--- src/rtl/spart_rx.sv ---
// Receive half of the mini SPART: recovers 8N1 frames from rxd using the 16x baud
// enable and presents each byte with data-available, overrun and framing-error flags.
module spart_rx #(
    parameter int SYNC_STAGES = 2
) (
    input  logic       clk,
    input  logic       rst_n,
    input  logic       baud_en,
    input  logic       rxd,
    input  logic       rd,
    output logic [7:0] rx_data,
    output logic       rda,
    output logic       overrun,
    output logic       framing_err
);

    typedef enum logic [1:0] {
        IDLE,
        START,
        DATA,
        STOP
    } state_e;

    logic [SYNC_STAGES-1:0] sync_q;
    logic                   rxs;
    logic                   rxs_prev_q;

    state_e                 state_q;
    logic [3:0]             tick_cnt_q;
    logic [2:0]             bit_cnt_q;
    logic [7:0]             shift_q;
    logic [7:0]             rx_data_q;
    logic                   rda_q;
    logic                   overrun_q;
    logic                   framing_err_q;

    assign rxs = sync_q[SYNC_STAGES-1];

    // NOTE: the synchronizer resets to 1 (idle line) so that releasing reset
    // never looks like a falling edge and starts a phantom frame.
    always_ff @(posedge clk or negedge rst_n) begin
        if (!rst_n) begin
            sync_q     <= '1;
            rxs_prev_q <= 1'b1;
        end else begin
            sync_q     <= {sync_q[SYNC_STAGES-2:0], rxd};
            rxs_prev_q <= rxs;
        end
    end

    // NOTE: all state below is updated with non-blocking assignments only, so the
    // rd clear and a same-cycle flag set resolve by statement order (set wins).
    always_ff @(posedge clk or negedge rst_n) begin
        if (!rst_n) begin
            state_q       <= IDLE;
            tick_cnt_q    <= 4'd0;
            bit_cnt_q     <= 3'd0;
            shift_q       <= 8'h00;
            rx_data_q     <= 8'h00;
            rda_q         <= 1'b0;
            overrun_q     <= 1'b0;
            framing_err_q <= 1'b0;
        end else begin
            if (rd) begin
                rda_q         <= 1'b0;
                overrun_q     <= 1'b0;
                framing_err_q <= 1'b0;
            end

            unique case (state_q)
                IDLE: begin
                    if (rxs_prev_q && !rxs) begin
                        tick_cnt_q <= 4'd0;
                        state_q    <= START;
                    end
                end

                START: begin
                    if (baud_en) begin
                        tick_cnt_q <= tick_cnt_q + 4'd1;
                        // Mid start bit: a high line here means the edge was a glitch.
                        if (tick_cnt_q == 4'd7) begin
                            if (!rxs) begin
                                tick_cnt_q <= 4'd0;
                                bit_cnt_q  <= 3'd0;
                                state_q    <= DATA;
                            end else begin
                                state_q <= IDLE;
                            end
                        end
                    end
                end

                DATA: begin
                    if (baud_en) begin
                        tick_cnt_q <= tick_cnt_q + 4'd1;
                        if (tick_cnt_q == 4'd15) begin
                            shift_q   <= {rxs, shift_q[7:1]};
                            bit_cnt_q <= bit_cnt_q + 3'd1;
                            if (bit_cnt_q == 3'd7) begin
                                state_q <= STOP;
                            end
                        end
                    end
                end

                STOP: begin
                    if (baud_en) begin
                        tick_cnt_q <= tick_cnt_q + 4'd1;
                        if (tick_cnt_q == 4'd15) begin
                            state_q <= IDLE;
                            if (rxs) begin
                                rx_data_q     <= shift_q;
                                rda_q         <= 1'b1;
                                framing_err_q <= 1'b0;
                                if (rda_q && !rd) begin
                                    overrun_q <= 1'b1;
                                end
                            end else begin
                                framing_err_q <= 1'b1;
                            end
                        end
                    end
                end
            endcase
        end
    end

    assign rx_data     = rx_data_q;
    assign rda         = rda_q;
    assign overrun     = overrun_q;
    assign framing_err = framing_err_q;

endmodule

--- config.mk ---
export PLATFORM = sky130hd
export DESIGN_NAME = spart_rx
export DESIGN_NICKNAME = d
export VERILOG_FILES = /design/src/rtl/spart_rx.sv
export SDC_FILE = /design/constraint.sdc
export NUM_CORES = 1
export LEC_CHECK = 0
export ABC_AREA = 1
export CAP_MARGIN = 5
export CORE_MARGIN = 1
export CORE_UTILIZATION = 55
export DETAILED_ROUTE_END_ITERATION = 6
export HOLD_SLACK_MARGIN = 0.12
export PLACE_DENSITY = 0.81
export SETUP_SLACK_MARGIN = 0.15
export SYNTH_ARGS = -nofsm -noshare
export SYNTH_HDL_FRONTEND = slang
export SYNTH_SLANG_ARGS = --single-unit
--- constraint.sdc ---
create_clock -name clk -period 2.05 [get_ports clk]
set_input_delay 0.5125 -clock clk [delete_from_list [all_inputs] [get_ports clk]]
set_output_delay 0.5125 -clock clk [all_outputs]
set_load 0.005 [all_outputs]
==> summary.md <==
| Metric | Value |
|---|---|
| Dpl hpwl | `1.66 mm` |
| Share of cells above drive strength 1 | `around 16%` |
| Die X | `between 50 and 60 um` |
| Via count | `1068` |
| Largest net degree at the start of global routing | `32` |
| Worst vdd ir | `0.879 mV` |
| Cell Area, Synth | `0.00140 mm^2` |
| Bufs and invs on worst path | `1` |
| Commonest cells post-synth | `nand2_1 (50), dfrtp_1 (28), inv_1 (17)` |
| IO buf count | `15` |
| CTS H-Tree Depth | `2` |
| Most frequent cell after synthesis | `nand2_1` |
| Syn avg cell area | `9.09 um^2` |
| Final Max Slew Viols | `0` |
| Crit Path Category | `flop to output pin` |
| FF+latch count, synth | `31` |
| Critical Path RT | `roughly 1.5 ns` |
| DRT Pass-1 Iters | `5` |
| Worst hold path class | `flop to flop` |
| Ranking of synthesized cells by area | `dfrtp_1 (50%), nand2_1 (13%), dfstp_2 (5.6%)` |
| CTS clk-pin slew, worst paths | `0.10 ns` |
| Placed Area | `0.00155 mm^2` |
| Critical path peak fanout | `2` |
| Critical path depth | `1` |
| Top FF cell, synth | `dfrtp_1` |
| Worst Reg-to-Reg Cells | `8` |
| Max Fclk | `~580 MHz` |
| Synthesis warning total | `0` |
| Crit. End Element | `output pin` |
| Nets@finish | `around 180` |
| Synth cell types | `20` |
| CP max stage cell | `clkdlybuf4s50_1` |
| Vias in the first global route | `between 1000 and 1500` |
| Clock skew | `around 0.0094 ns` |
| Startpoint types | `flop` |
| Clock latency on the worst-skew pair | `0.33 ns` |
| Status | `finished, final reports clean` |
| Final wirelength | `2.35 mm` |
| Leakage | `0.787 nW` |
| PwrDens | `approximately 940 mW/mm^2` |
| DRC | `0` |
| Rel. slew slack | `74.5%` |
| Crit path max-delay family | `buffers and inverters` |
| Crit-path max cell delay | `0.51 ns` |
| Initial drt markers | `23` |
| Via-per-instance ratio | `between 5 and 6` |
| Chip Height | `52.5 um` |
| Die ar. | `roughly 0.0028 mm^2` |
| TritonCTS clock tree | `yes` |
| CTS root buffer | `clkbuf_4` |
| Final worst path period share | `84.6%` |
| Overflow after GRT | `0` |
| Hold_buf cts | `0` |
| GPL Wtd Cong | `0.899` |
| CTS resizes | `0` |
| Worst hold path stage count | `0` |
| CTS Buf Count | `5` |
| Critical Path AT | `1.22 ns` |
| Fin crit period | `1.74 ns` |
| Sequential cell area fraction in the yosys report | `about 56%` |
| Mapped Nets | `about 160` |
| # diodes | `0` |
| Max clock buf depth | `2` |
| Total negative slack | `0 ns` |
| Initial antenna violation count | `0` |
| Initial core utilization | `60.9%` |
| # IOs | `16` |
| Unrepaired setup endpoints after global routing | `false` |
| Number of flops mapped to enable cells by yosys | `0` |
| Clock Sinks | `31` |
| Area growth, synth to finish | `17.0%` |
| Area leader, netlist | `dfrtp_1` |
| Std cell rows | `17` |
| Antenna viol nets, final | `0` |
| Post-route cell area | `0.00164 mm^2` |
| MaxCap Viol Count | `0` |
| Cells along the critical path | `clkdlybuf4s50_1` |
| Postcts setup bufs | `0` |
| Routed len/inst | `11.6 um` |
| Worst Max-Slew Pin Slew | `approximately 0.38 ns` |
| Fill cells | `180` |
| Async SR Flop Fraction | `100%` |
| Syn Inst Count | `154` |
| Total core area | `about 0.0023 mm^2` |
| First-pass GRT wire length | `4.26 mm` |
| Endpoints failing hold | `0` |
| Share of the synthesized area in the top cell type | `50.0%` |
| Tot GR Track Use | `about 22%` |
| Final setup violation count | `0` |
==> through the flow <==
step	utilization (%)	std cells	setup slack [ns]	total power (W)	hold WS [ns]
floorplan	-	154	0.684	0.000994	0.217
global placement	67.5	194	0.267	0.00102	0.347
detailed placement	67.5	194	0.218	0.00105	0.351
CTS	71.3	202	0.304	0.00155	0.364
global route	71.3	202	0.252	0.00164	0.366
finish	71.3	202	0.315	0.00154	0.362
==> report_power, final <==
part           internal (W)  switching, W  total (W)
sequential         0.000664     0.0000681   0.000732
clock              0.000288      0.000207   0.000495
combinational      0.000101      0.000211   0.000312
total               0.00105      0.000486    0.00154
==> per-layer routing <==
metal | wire [um] | GRT usage, % | part of all wire [%]
met1 | 1090 | 28.0 | 46
met2 | 1090 | 33.8 | 46
met3 | 127 | 8.12 | 5.4
met4 | 41 | 9.21 | 1.7
met5 | 0 | 0 | 0
==> final cells by class <==
class                      count  area [um^2]  area share, %
clock buffer                   6         51.3           3.13
clock inverter                 2         35.0           2.14
inverter                      20         76.3           4.66
multi-input combinational     99          503           30.7
sequential                    31          779           47.6
tap                           28         35.0           2.14
timing repair buffer          16          158           9.63
==> state kept, by name, summed over array words and instances, names as in the netlist, named ones only <==
register,flops
bit_cnt_q,3
framing_err,1
overrun,1
rda,1
rx_data,8
rxs_prev_q,1
shift_q,8
state_q,1
sync_q,2
tick_cnt_q,4
==> cell families (layout without fill, tap and decap cells) <==
| family | after synthesis | in the layout | share of synthesized area, % |
|---|---|---|---|
| simple gates | 73 | 73 | 23.1 |
| flops | 31 | 31 | 55.7 |
| buf+inv | 24 | 44 | 8.40 |
| compound gates | 23 | 23 | 10.1 |
| fa+ha+maj | 3 | 3 | 2.68 |
==> cell usage in the layout (no fill, tap or decap), drive strengths merged <==
cell type,count
buf,1
dfrtp,28
clkinv,2
a21oi,5
nand2,51
clkdlybuf4s50,15
nor2,8
inv,19
nand4,4
o21ai,18
dfstp,3
clkbuf,6
bufinv,1
nand3,10
ha,3
==> final timing paths <==
kind	slack (ns)	to	start
worst max-delay path	0.31	rx_data[6]	rx_data[6]
min in group asynchronous	0.56	rx_data[1]	rst_n
worst max register to register	0.54	rx_data[7]	tick_cnt_q[1]
max in group asynchronous	1.17	sync_q[0]	rst_n
worst min register to register	0.36	sync_q[1]	sync_q[0]
worst min-delay path	0.36	sync_q[1]	sync_q[0]
No activity file was read; power rests on OpenSTA's default activity.
